`src/rtl/divider_iter.sv`:
```
// divider_iter: iterative restoring radix-2 integer divider.
// One operation yields quotient and remainder. Signed or unsigned is chosen per
// operation. Divide-by-zero and signed MIN/-1 are resolved without iterating.
// Result registers hold their values until the next completed operation.
module divider_iter #(
    parameter int WIDTH = 32
) (
    input  logic             clk,
    input  logic             reset,        // asynchronous, active-low
    input  logic             start,
    input  logic             abort,
    input  logic             divs,
    input  logic [WIDTH-1:0] a,
    input  logic [WIDTH-1:0] b,
    output logic [WIDTH-1:0] quotient,
    output logic [WIDTH-1:0] remainder,
    output logic             div_by_zero,
    output logic             overflow,
    output logic             q_zero,
    output logic             busy,
    output logic             done
);

    localparam int CW = $clog2(WIDTH);
    localparam logic [WIDTH-1:0] MIN_VAL  = {1'b1, {(WIDTH-1){1'b0}}};
    localparam logic [WIDTH-1:0] ONES     = {WIDTH{1'b1}};
    localparam logic [WIDTH-1:0] ZERO     = {WIDTH{1'b0}};
    localparam logic [CW-1:0]    CNT_LAST = CW'(WIDTH - 1);
    localparam logic [CW-1:0]    CNT_ONE  = CW'(1);

    typedef enum logic [1:0] {
        IDLE = 2'd0,
        CALC = 2'd1,
        FIX  = 2'd2
    } state_t;

    state_t           state_reg;
    logic [WIDTH-1:0] a_reg;       // raw dividend, returned as remainder on divide-by-zero
    logic [WIDTH-1:0] dvd_reg;     // dividend magnitude; quotient bits shift in at the LSB
    logic [WIDTH-1:0] dvsr_reg;    // divisor magnitude
    logic [WIDTH-1:0] prem_reg;    // partial remainder (always < divisor, so WIDTH bits suffice)
    logic [CW-1:0]    cnt_reg;     // quotient bits still to produce, minus one
    logic             sign_q_reg;
    logic             sign_r_reg;
    logic             dz_reg;      // current op is divide-by-zero
    logic             ov_reg;      // current op is signed MIN / -1

    // Operand magnitudes for the preload; |MIN| wraps to MIN, which is the
    // correct unsigned value 2^(WIDTH-1).
    logic [WIDTH-1:0] a_mag;
    logic [WIDTH-1:0] b_mag;
    logic             is_zero_div;
    logic             is_ovf;

    always_comb begin
        a_mag       = (divs && a[WIDTH-1]) ? -a : a;
        b_mag       = (divs && b[WIDTH-1]) ? -b : b;
        is_zero_div = (b == ZERO);
        is_ovf      = divs && (a == MIN_VAL) && (b == ONES);
    end

    // One restoring step: shift the next dividend bit into the partial
    // remainder and subtract the divisor if it fits. The difference is known
    // to be below the divisor, so it is computed modulo 2^WIDTH.
    logic [WIDTH:0]   trial;
    logic             trial_ge;
    logic [WIDTH-1:0] trial_diff;

    always_comb begin
        trial      = {prem_reg, dvd_reg[WIDTH-1]};
        trial_ge   = (trial >= {1'b0, dvsr_reg});
        trial_diff = trial[WIDTH-1:0] - dvsr_reg;
    end

    // Final result selection: apply the signs to the magnitude result, or
    // substitute the defined special-case values.
    logic [WIDTH-1:0] q_final;
    logic [WIDTH-1:0] r_final;

    always_comb begin
        q_final = sign_q_reg ? -dvd_reg : dvd_reg;
        r_final = sign_r_reg ? -prem_reg : prem_reg;
        if (dz_reg) begin
            q_final = ONES;
            r_final = a_reg;
        end else if (ov_reg) begin
            q_final = MIN_VAL;
            r_final = ZERO;
        end
    end

    // Control FSM plus datapath registers and registered outputs.
    always_ff @(posedge clk or negedge reset) begin
        if (!reset) begin
            state_reg   <= IDLE;
            a_reg       <= ZERO;
            dvd_reg     <= ZERO;
            dvsr_reg    <= ZERO;
            prem_reg    <= ZERO;
            cnt_reg     <= '0;
            sign_q_reg  <= 1'b0;
            sign_r_reg  <= 1'b0;
            dz_reg      <= 1'b0;
            ov_reg      <= 1'b0;
            quotient    <= ZERO;
            remainder   <= ZERO;
            div_by_zero <= 1'b0;
            overflow    <= 1'b0;
            q_zero      <= 1'b0;
            busy        <= 1'b0;
            done        <= 1'b0;
        end else begin
            done <= 1'b0;
            case (state_reg)
                IDLE: begin
                    busy <= 1'b0;
                    // abort takes priority over a simultaneous start
                    if (start && !abort) begin
                        a_reg <= a;
                        if (is_zero_div) begin
                            dz_reg    <= 1'b1;
                            ov_reg    <= 1'b0;
                            state_reg <= FIX;
                        end else if (is_ovf) begin
                            dz_reg    <= 1'b0;
                            ov_reg    <= 1'b1;
                            state_reg <= FIX;
                        end else begin
                            dz_reg     <= 1'b0;
                            ov_reg     <= 1'b0;
                            dvd_reg    <= a_mag;
                            dvsr_reg   <= b_mag;
                            prem_reg   <= ZERO;
                            cnt_reg    <= CNT_LAST;
                            sign_q_reg <= divs & (a[WIDTH-1] ^ b[WIDTH-1]);
                            sign_r_reg <= divs & a[WIDTH-1];
                            state_reg  <= CALC;
                        end
                    end
                end

                CALC: begin
                    if (abort && busy) begin
                        busy      <= 1'b0;
                        state_reg <= IDLE;
                    end else begin
                        busy     <= 1'b1;
                        prem_reg <= trial_ge ? trial_diff : trial[WIDTH-1:0];
                        dvd_reg  <= {dvd_reg[WIDTH-2:0], trial_ge};
                        if (cnt_reg == '0) begin
                            state_reg <= FIX;
                        end else begin
                            cnt_reg <= cnt_reg - CNT_ONE;
                        end
                    end
                end

                FIX: begin
                    if (abort && busy) begin
                        busy      <= 1'b0;
                        state_reg <= IDLE;
                    end else begin
                        quotient    <= q_final;
                        remainder   <= r_final;
                        div_by_zero <= dz_reg;
                        overflow    <= ov_reg;
                        q_zero      <= (q_final == ZERO);
                        done        <= 1'b1;
                        busy        <= 1'b0;
                        state_reg   <= IDLE;
                    end
                end

                default: begin
                    busy      <= 1'b0;
                    state_reg <= IDLE;
                end
            endcase
        end
    end

endmodule

```
`config.mk`:
```
export PLATFORM = sky130hd
export DESIGN_NAME = divider_iter
export DESIGN_NICKNAME = d
export VERILOG_FILES = /design/src/rtl/divider_iter.sv
export SDC_FILE = /design/constraint.sdc
export NUM_CORES = 1
export LEC_CHECK = 0
export BUFFER_PORTS_ARGS = -buffer_cell sky130_fd_sc_hd__buf_2
export CAP_MARGIN = 20
export CORE_ASPECT_RATIO = 0.6
export CORE_MARGIN = 4
export CORE_UTILIZATION = 50
export CTS_BUF_LIST = sky130_fd_sc_hd__clkbuf_8
export DETAILED_ROUTE_END_ITERATION = 10
export GPL_ROUTABILITY_DRIVEN = 0
export PLACE_DENSITY = 0.69
export SKIP_CTS_REPAIR_TIMING = 1
export SLEW_MARGIN = 20
export SYNTH_ARGS = -nofsm -noshare
export SYNTH_HDL_FRONTEND = slang
export SYNTH_SLANG_ARGS = --single-unit
```
`constraint.sdc`:
```
create_clock -name clk -period 7.7 [get_ports clk]
set_clock_uncertainty 0.2 [all_clocks]
set_input_delay 0.385 -clock clk [delete_from_list [all_inputs] [get_ports clk]]
set_output_delay 0.385 -clock clk [all_outputs]
set_load 0.03 [all_outputs]
```
Word level (Yosys, flattened, before mapping)
Cells that the tools add are included.
{"block": "classes", "shift": 0, "n_lt_le_gt_ge": 1, "bitwise_logic": 6, "n_reduce_logical": 18, "n_mul": 0, "n_eq_ne": 10, "addsub": 6, "muxes": 37, "div_mod_pow": 0}
{"operator": "$mux W32", "n": 17}
{"operator": "$neg A32 Y32", "n": 4}
{"operator": "$pmux W32 S2", "n": 2}
{"operator": "$eq A32 B32 Y1 const B", "n": 2}
{"operator": "$logic_not A32 Y1", "n": 2}
{"operator": "$ge A33 B32 Y1", "n": 1}
{"operator": "$sub A32 B32 Y32", "n": 1}
{"operator": "$mux W5", "n": 5}
{"operator": "$mux W2", "n": 5}
{"operator": "$ne A2 B2 Y1 const B", "n": 5}
{"operator": "$pmux W5 S2", "n": 1}
{"operator": "$logic_and A1 B1 Y1", "n": 6}
{"operator": "$mux W1", "n": 6}
{"operator": "$reduce_and A2 Y1", "n": 3}
{"operator": "$reduce_and A6 Y1", "n": 1}
{"operator": "$logic_not A5 Y1", "n": 1}
{"operator": "$reduce_and A5 Y1", "n": 1}
{"operator": "$sub A5 B1 Y5 const B", "n": 1}
{"operator": "$pmux W2 S2", "n": 1}
{"operator": "$reduce_and A4 Y1", "n": 1}
{"operator": "$ne A3 B3 Y1 const B", "n": 1}
{"operator": "$not A1 Y1", "n": 3}
{"operator": "$and A1 B1 Y1", "n": 2}
{"operator": "$eq A2 B1 Y1 const B", "n": 1}
{"operator": "5 further kinds", "n": 5}
{"block": "totals", "ram_bits": 0, "input_bits": 69, "memories": 0, "output_inout_bits": 69, "latchBits": 0, "reg_bits": 208, "elab_cells": 95, "romBits": 0}

Depth between registers and ports, before layout
Gate-level depths: netlist of the first run.
{"block": "logic_depth", "word_depth": 7, "depth_mapped": 12, "mapped_depth_nobuf": 12}

Worst setup path after synthesis of the first run
No wires, ideal clock.
{"block": "synth_timing", "path_kind": "reg2reg", "startpoint": "register prem_reg[14]", "endpoint": "register prem_reg[11]", "setup_ns": 0.132, "arrival_ns": 2.832, "slack_ns": 4.535, "period_less_slack_ns": 3.165, "required_time_ns": 7.368, "n_path_buf": 2, "stages_incl_launch_ff": 12, "path_cell_list": "dfrtp_1 > ha_1 > clkbuf_1 > nand4_1 > nor4_1 > o211ai_1 > nand4_1 > nand2_1 > o41ai_2 > buf_2 > mux2i_1 > o21ai_1"}
{"block": "synth_between", "elab_chain_len": 4}
{"element": "start: declaration", "line": "41", "source": "logic [WIDTH-1:0] prem_reg;"}
{"element": "start signal: assignment", "line": "148", "source": "prem_reg <= trial_ge ? trial_diff : trial[WIDTH-1:0];"}
{"element": "$ge A33 B32 Y1", "line": "71", "source": "trial_ge = (trial >= {1'b0, dvsr_reg});"}
{"element": "$mux W32", "line": "148"}
{"element": "$mux W32", "line": "143", "source": "if (abort && busy) begin"}
{"element": "$pmux W32 S2", "line": "114", "source": "case (state_reg)"}
No other way between the ends. The select of a mux whose other input is x is not followed.
A chain may end at the register's enable or synchronous reset.

Final worst setup path of the first run
{"block": "layout_timing", "startpoint": "input port b[0]", "endpoint": "register dvd_reg[29]"}
{"block": "layout_between", "elab_chain_len": 4, "elab_cells_between_ends": 6, "classes_between": "3 x eq/ne; 3 x reduce/logical"}
{"element": "start: declaration", "line": "14", "source": "input logic [WIDTH-1:0] b,"}
{"element": "$eq A32 B32 Y1", "line": "59", "source": "is_ovf = divs && (a == MIN_VAL) && (b == ONES);"}
{"element": "$logic_and A1 B1 Y1", "line": "59"}
{"element": "$ne A2 B2 Y1 (no source line)"}
{"element": "$reduce_and A5 Y1 (no source line) *"}
{"element": "end signal: assignment", "line": "131", "source": "dvd_reg <= a_mag;"}
{"element": "end signal: assignment", "line": "149", "source": "dvd_reg <= {dvd_reg[WIDTH-2:0], trial_ge};"}
{"element": "end: declaration", "line": "39", "source": "logic [WIDTH-1:0] dvd_reg;"}
Mark *: on every way between the ends. The rest lies on a longest branch, timed or not.

==> results.yml, run 1 <==
critical_path:
  crit_chain: "dlygate4sd3_1 > buf_2 > inv_1 > ha_1 > or3b_2 > nor3_1 > nand4_1 > o21ai_1 > nor3_1 > o21ai_4 > buf_4 > o221ai_1"
  cp-end-kind: "flop"
  critical_path_class: "primary input to flop"
  critPathLaunchType: "primary input"
  crit_path_top_delay_cell: "buf_4"
  cp.required_ns: 7.86
  crit_fanout: 96
  critical_path.max_stage_delay_ns: 0.74
  path_common_cell: "nor3_1"
  arrival_ns: 4.25
synth:
  synth.distinct_cells: 72
  yosysWarnings: 0
  ys.flop_type: "dfrtp_1"
  synth_top_cell_by_area: "dfrtp_1"
  synth_commonest_cells: "nand2_1 (286), dfrtp_1 (208), nor2_1 (127)"
  synthTopCellsByArea: "dfrtp_1 (39%), nand2_1 (8.0%), xor2_1 (5.4%)"
  synthArstFlopShare: 1.000
  synth_seq_cells: 208
  syn_avg_cell_area_um2: 8.235
  yosysSeqAreaShare: 0.3859
  synth_edf_count: 0
  syn_inst: 1638
  synth_area_um2: 13490
  synth_most_common_cell: "nand2_1"
  synth_top_area_frac: 0.3859
  syn_nets: 1747
finish:
  area_delta_synth_final_pct: 13.52
  antenna_cells: 0
  multi_input_comb_area_um2: 7650
  register_area_um2: 5206
  nets: 1873
  drive_gt1_frac: 0.1277
  fill_cells: 2512
clock_network:
  cts_tree: "done"
  cts_made_buffers: 34
  cts.sinks: 208
  cts.root.buffer_cell: "clkbuf_8"
  cts_buffer_depth: 3
  insertion_delay_ns: 0.55
  clkTransAtPathRegs_ns: 0.07
  h-tree-depth: 2
timing:
  max_clock_freq_mhz: 244.3
  grt_setup_unrepaired: "false"
  relSlewSlack: 0.2506
  finalWorstSetupSlack_ns: 3.607
  slew_viol_final: 0
  finalHoldViolCount: 1
  min_period_over_period: 0.5315
  setup_tns_ns: 0
  period_needed_ns: 4.093
  whs_ns: -0.005730
  setup_violations: 0
  worst-slew-pin-transition_ns: 1.121
floorplanning:
  dieArea_um2: 29760
  core-area_um2: 26480
  fp.dieH_um: 135.2
  io_pins: 138
  start_util: 0.5095
  die_w_um: 220.0
  placementRows: 46
outcome:
  violations: "negative hold slack"
  outcome: "finished with violations"
drt:
  vias: 12620
  viasPerCell: 5.885
  firstDrtPassIters: 5
  drc: 0
  drt_first_iter_violations: 1575
  wirelength_um: 41880
  ant_nets: 0
  wire_per_inst_um: 19.52
flow_run:
  cap_viol_max_count: 0
global_route:
  overflow: 0
  antenna_found_initial: 1
  grt_pass1_wl_um: 65410
  grt_pass1_vias: 11400
  grt_max_degree: 97
  grtUsageTotal: 0.2781
placement:
  place_ws_ns: 3.688
  io_buffers: 137
  hpwl_um: 30960
min_path:
  hold_class: "primary input to flop"
pwr:
  power.density_nw_per_um2: 480.9
  p_leak_nw: 6.971
  ir_drop_mv: 0.3077
[cells in the final DEF (no fill, tap or decap), types with 25 or more instances in the layout]
master | Yosys | layout
nand2_1 | 286 | 286
dfrtp_1 | 208 | 207
buf_2 | 12 | 136
nor2_1 | 127 | 126
a21oi_1 | 119 | 119
o21ai_0 | 113 | 113
xor2_1 | 83 | 83
inv_1 | 64 | 79
o21ai_1 | 65 | 65
xnor2_1 | 60 | 60
ha_1 | 39 | 39
clkbuf_8 | 0 | 38
dlygate4sd3_1 | 0 | 35
nand4_1 | 26 | 26
o31ai_1 | 26 | 26
mux2i_1 | 25 | 25
[power by group]
part | internal [W] | switching (W) | total [W]
Sequential | 0.00160 | 0.000488 | 0.00209
Combinational | 0.00160 | 0.00277 | 0.00438
Clock | 0.000441 | 0.000456 | 0.000897
[worst paths after layout]
check | slack (ns) | start | to | depth (start not counted)
max | 3.61 | b[0] | dvd_reg[29] | 12
max reg2reg | 3.68 | prem_reg[14] | prem_reg[23] | 10
min | -0.006 | a[1] | a_reg[1] | 3
max in group asynchronous | 5.65 | reset | remainder[22] | 3
min reg2reg | 0.26 | quotient[20] | quotient[20] | 2
min in group asynchronous | 0.26 | reset | quotient[3] | 2
[critical path, delay by kind of cell]
family / cells / cell delay (ns)
simple gates: 4 / 1.50
buf+inv: 4 / 1.52
fa+ha+maj: 1 / 0.15
compound gates: 3 / 0.66
[kinds of logic after synthesis]
logic type | Yosys count | share of synthesized area
muxes | 28 | 0.02106
adders and majority gates | 40 | 0.03766
xor gates and xnor gates | 143 | 0.09285
and+or+nand+nor | 590 | 0.2014
buffers and inverters | 163 | 0.04953
AOI/OAI and AO/OA | 466 | 0.2117
DFF | 208 | 0.3859
[metal layers]
metal,part of all wire,global-route usage,up-vias
li1,-,-,6023
met1,0.51,0.4665,6075
met4,0.012,0.05472,0
met2,0.38,0.3506,490
met3,0.094,0.06970,35
met5,0,0,-
[layout make-up]
type                       instances  share of cell area
tap                              360             0.02941
sequential                       208              0.3400
multi-input combinational       1267              0.4996
clock buffer                      37             0.03325
inverter                          65             0.01593
clock inverter                    20            0.005801
timing repair buffer             188             0.07607
[through the flow]
step | hold WS (ns) | cell area (um2) | total power [W] | cells | utilization
floorplan | -0.1106 | 13490 | 0.005233 | 1638 | -
finish | -0.005730 | 15310 | 0.007365 | 2145 | 0.5784
global placement | 0.2483 | 14370 | 0.006280 | 2053 | 0.5426
global route | 0.01104 | 15310 | 0.007924 | 2145 | 0.5784
CTS | -0.3014 | 14960 | 0.007295 | 2110 | 0.5652
detailed placement | 0.2544 | 14370 | 0.006378 | 2053 | 0.5426
No activity file was read; power rests on OpenSTA's default activity.
==> run 2, diff against run 1 <==
- clock period: 7.7 -> 4.1 ns (I/O delays scaled with it)
==> run 2 against run 1 <==
Compared with the run above: first-iteration DRC count down 4.6%; flip-flop and latch count unchanged; combinational power up 97%; setup slack worse by 3.2 ns; largest power group unchanged; the run now ends clean; critical path depth down 1; cell area up 4.7%; clock power up 130%.
==> results.yml, run 2 (synthesis results as in run 1) <==
outcome:
  outcome: "completed"
finish:
  final_common_cell: "nand2_1"
  design_area_um2: 16030
  final_cell_mix: "nand2_1 (286), dfrtp_1 (207), buf_2 (136)"
  area_delta_synth_final_pct: 18.84
  antenna_cells: 0
  drive_gt1_frac: 0.1408
  nets: 1929
  final_core_util: 0.6055
critical_path:
  cp-end-kind: "flop"
  rrSetupSlack_ns: 0.37
  critPathLaunchType: "flop"
  reg2reg_to: "prem_reg[2]"
  r2r_cells: 11
  crit_fanout: 17
  arrival_ns: 3.96
  r2r-start: "prem_reg[8]"
  critical_path_class: "flop to flop"
  cp.required_ns: 4.33
clock_network:
  h-tree-depth: 2
  cts_tree: "done"
  cts.root.buffer_cell: "clkbuf_8"
  cts_buffer_depth: 3
  clkTransAtPathRegs_ns: 0.07
  cts_made_buffers: 34
  insertion_delay_ns: 0.56
  cts.sinks: 208
floorplanning:
  core-area_um2: 26480
  io_pins: 138
  die_w_um: 220.0
  dieArea_um2: 29760
  fp.dieH_um: 135.2
  start_util: 0.5095
  placementRows: 46
pwr:
  p_leak_nw: 7.292
  seqPwrFrac: 0.269
  p_int_w: 0.007380
  pwr-share-clk: 0.141
  fin_total_pwr_w: 0.01466
  ir_drop_mv: 0.6076
  switchingPower_w: 0.007284
  pwr-share-comb: 0.590
  power.density_nw_per_um2: 914.8
  p_sw_frac: 0.4967
placement:
  hpwl_um: 32110
  placed_cell_area_um2: 14570
  io_buffers: 137
timing:
  period_needed_ns: 3.731
  relSlewSlack: 0.3570
  setup_tns_ns: 0
  worst-slew-pin-transition_ns: 0.9645
  slew_viol_final: 0
  max_clock_freq_mhz: 268.0
  grt_setup_unrepaired: "false"
  setup_violations: 0
  min_period_over_period: 0.9099
  finalHoldViolCount: 0
drt:
  vias: 13160
  ant_nets: 0
  drt_first_iter_violations: 1503
  wire_per_inst_um: 19.70
  drc: 0
  firstDrtPassIters: 5
  wirelength_um: 43460
  viasPerCell: 5.967
global_route:
  use_met1: 0.4645
  use_met3: 0.08001
  antenna_found_initial: 1
  met2_usage: 0.3492
  grt_pass1_wl_um: 66280
  overflow: 0
  grt_max_degree: 119
  busiest_layer: "met1"
  grt_pass1_vias: 11760
  grtUsageTotal: 0.2829
min_path:
  hp-start: "abort"
  hold_depth: 5
  hold_class: "primary input to flop"
  min_to: "cnt_reg[0]"
flow_run:
  cap_viol_max_count: 0
-- run 2: cell count changes in the layout (fill, tap and decap cells not counted), sizes merged --
| cell | delta |
|---|---|
| inv | -6 |
| buf | +21 |
| dlygate4sd3 | +35 |
| clkbuf | +3 |
| clkinv | +4 |
| bufinv | +4 |
-- run 2: worst max-delay path, stage by stage, from the launching register on --
cell and delay [ns]:
dfrtp_1 0.45, ha_1 0.47, nand4_1 0.25, nor4_1 0.36, o211ai_1 0.20, nand4_1 0.25
nand2_1 0.17, o41ai_4 0.52, buf_4 0.26, buf_12 0.18, mux2i_1 0.22, o21ai_1 0.07
-- run 2: routing by layer --
metal	part of all wire	wire [um]
met1	0.49	21420
met2	0.38	16570
met4	0.022	964
met5	0.00030	13
met3	0.10	4498
-- run 2: stage by stage --
step | hold WS (ns) | std cells | worst slack [ns]
floorplan | -0.2906 | 1638 | 0.9354
global placement | 0.2185 | 2074 | 0.6555
detailed placement | 0.2284 | 2074 | 0.5380
CTS | -0.3693 | 2136 | 0.5114
global route | 0.06277 | 2206 | 0.1151
finish | 0.02682 | 2206 | 0.3693
-- run 2: worst max path at each step --
stage,end,cells past startpoint,slack [ns],startpoint
floorplan,prem_reg[11],11,0.94,prem_reg[14]
finish,prem_reg[2],11,0.37,prem_reg[8]
detailed placement,prem_reg[16],11,0.54,prem_reg[7]
global route,prem_reg[7],11,0.12,prem_reg[7]
CTS,prem_reg[2],11,0.51,prem_reg[8]
global placement,prem_reg[18],11,0.66,prem_reg[7]
-- run 2: power groups by stage --
stage                     sequential [W]  combinational, W  clock, W
final                            0.00394           0.00865   0.00207
after floorplan                  0.00422           0.00560         0
after global routing             0.00404           0.00942   0.00219
after global placement           0.00390           0.00826         0
after detailed placement         0.00394           0.00838         0
after CTS                        0.00391           0.00844   0.00210
-- run 2: area by class of cell --
cell class / count / area [um2]
clock buffer: 40 / 550.5
clock inverter: 22 / 206.4
fill: 2400 / 10450
inverter: 65 / 244.0
multi-input combinational: 1267 / 7650
sequential: 208 / 5206
tap: 360 / 450.4
timing repair buffer: 244 / 1723
==> run 3, diff against run 2 <==
- HOLD_SLACK_MARGIN: not set -> 0.06
==> run 3 against run 2 <==
Compared with the run above: hold slack better by 0.0037 ns; core utilization is 0.11 points higher; critical path type unchanged; critical endpoint unchanged; count of clock-buffer cells in the layout unchanged.
==> results.yml, run 3 (synthesis results as in run 1) <==
finish:
  nets: 1932
  antenna_cells: 0
  final_common_cell: "nand2_1"
  final_cell_mix: "nand2_1 (286), dfrtp_1 (207), buf_2 (136)"
  area_delta_synth_final_pct: 19.06
  drive_gt1_frac: 0.1406
drt:
  drt_first_iter_violations: 1527
  viasPerCell: 5.955
  wirelength_um: 43350
  drc: 0
  wire_per_inst_um: 19.62
  ant_nets: 0
  vias: 13150
  firstDrtPassIters: 6
timing:
  min_period_over_period: 0.9092
  setup_tns_ns: 0
  setup_violations: 0
  grt_setup_unrepaired: "false"
  period_needed_ns: 3.728
  relSlewSlack: 0.3616
  finalHoldViolCount: 0
  finalWorstSetupSlack_ns: 0.3723
  max_clock_freq_mhz: 268.3
  slew_viol_final: 0
  worst-slew-pin-transition_ns: 0.9576
clock_network:
  cts.sinks: 208
  insertion_delay_ns: 0.56
  cts.root.buffer_cell: "clkbuf_8"
  h-tree-depth: 2
  cts_tree: "done"
  cts_buffer_depth: 3
  clkTransAtPathRegs_ns: 0.08
  cts_made_buffers: 34
critical_path:
  cp_num_buf_inv: 2
  crit_path_top_delay_cell: "o41ai_4"
  cp.required_ns: 4.32
  critical_path.max_stage_delay_ns: 0.52
  cp-end-kind: "flop"
  critical_path_class: "flop to flop"
  crit_chain: "ha_1 > nand4_1 > nor4_1 > o211ai_1 > nand4_1 > nand2_1 > o41ai_4 > buf_4 > buf_12 > mux2i_1 > o21ai_1"
  arrival_ns: 3.95
  critPathLaunchType: "flop"
  crit_family: "simple AND/OR/NAND/NOR gates"
  path_common_cell: "nand4_1"
  crit_fanout: 17
  rrSetupSlack_ns: 0.37
pwr:
  pwr-share-clk: 0.141
  power.density_nw_per_um2: 912.3
  seqPwrFrac: 0.269
  p_int_w: 0.007383
  pwr-share-comb: 0.590
  ir_drop_mv: 0.6058
  p_leak_nw: 7.302
  switchingPower_w: 0.007268
  p_sw_frac: 0.4961
min_path:
  hold_class: "primary input to flop"
global_route:
  grt_pass1_vias: 11760
  grtUsageTotal: 0.2829
  antenna_found_initial: 1
  grt_pass1_wl_um: 66280
  overflow: 0
  grt_max_degree: 119
outcome:
  outcome: "completed"
floorplanning:
  start_util: 0.5095
  dieArea_um2: 29760
  fp.dieH_um: 135.2
  core-area_um2: 26480
  io_pins: 138
  die_w_um: 220.0
  placementRows: 46
placement:
  io_buffers: 137
  hpwl_um: 32110
  place_ws_ns: 0.5380
flow_run:
  cap_viol_max_count: 0
[run 3: per-stage QoR]
step / power [W] / std cells / hold WS, ns / cell area [um2] / util
2_1_floorplan: 0.009827 / 1638 / -0.2906 / 13490 / -
3_3_place_gp: 0.01216 / 2074 / 0.2185 / 14570 / 0.5504
3_5_place_dp: 0.01232 / 2074 / 0.2284 / 14570 / 0.5504
4_1_cts: 0.01445 / 2136 / -0.3693 / 15330 / 0.5790
5_1_grt: 0.01567 / 2209 / 0.06277 / 16060 / 0.6066
6_report: 0.01465 / 2209 / 0.03048 / 16060 / 0.6066
[run 3: cell type report]
| class | instances | area, um2 |
|---|---|---|
| clock buffers | 40 | 550.5 |
| clock inverters | 22 | 206.4 |
| fillers | 2398 | 10420 |
| inverters | 65 | 244.0 |
| multi-input cells | 1267 | 7650 |
| flip-flops and latches | 208 | 5206 |
| well taps | 360 | 450.4 |
| repair buffers | 247 | 1753 |
[run 3: path summary, 6_finish.rpt]
| check | start | to | depth (start not counted) |
|---|---|---|---|
| worst max-delay path | prem_reg[14] | prem_reg[2] | 11 |
| worst min-delay path | abort | cnt_reg[0] | 5 |
| worst max register to register | prem_reg[14] | prem_reg[2] | 11 |
| worst min register to register | quotient[21] | quotient[21] | 2 |
| max in group asynchronous | reset | dvsr_reg[27] | 3 |
| min in group asynchronous | reset | quotient[23] | 2 |
[run 3: layer usage]
metal  wire (um)  vias to the layer above  global-route usage
met5          13                        -                   0
met4         893                        2             0.08086
met3        4602                       67             0.08001
met2       16480                      625              0.3492
met1       21360                     6333              0.4645
li1            -                     6127                   -
[run 3: power groups by stage]
stage,combinational (W),clock [W],sequential (W)
after floorplan,0.00560,0,0.00422
after global placement,0.00826,0,0.00390
after detailed placement,0.00838,0,0.00394
after CTS,0.00844,0.00210,0.00391
after global routing,0.00943,0.00219,0.00404
final,0.00865,0.00207,0.00393
[run 3: tightest hold or removal path, delay by kind of cell]
family,cells,cell delay [ns]
and+or+nand+nor,2,0.22
buffers and inverters,1,0.09
AOI/OAI and AO/OA,2,0.22
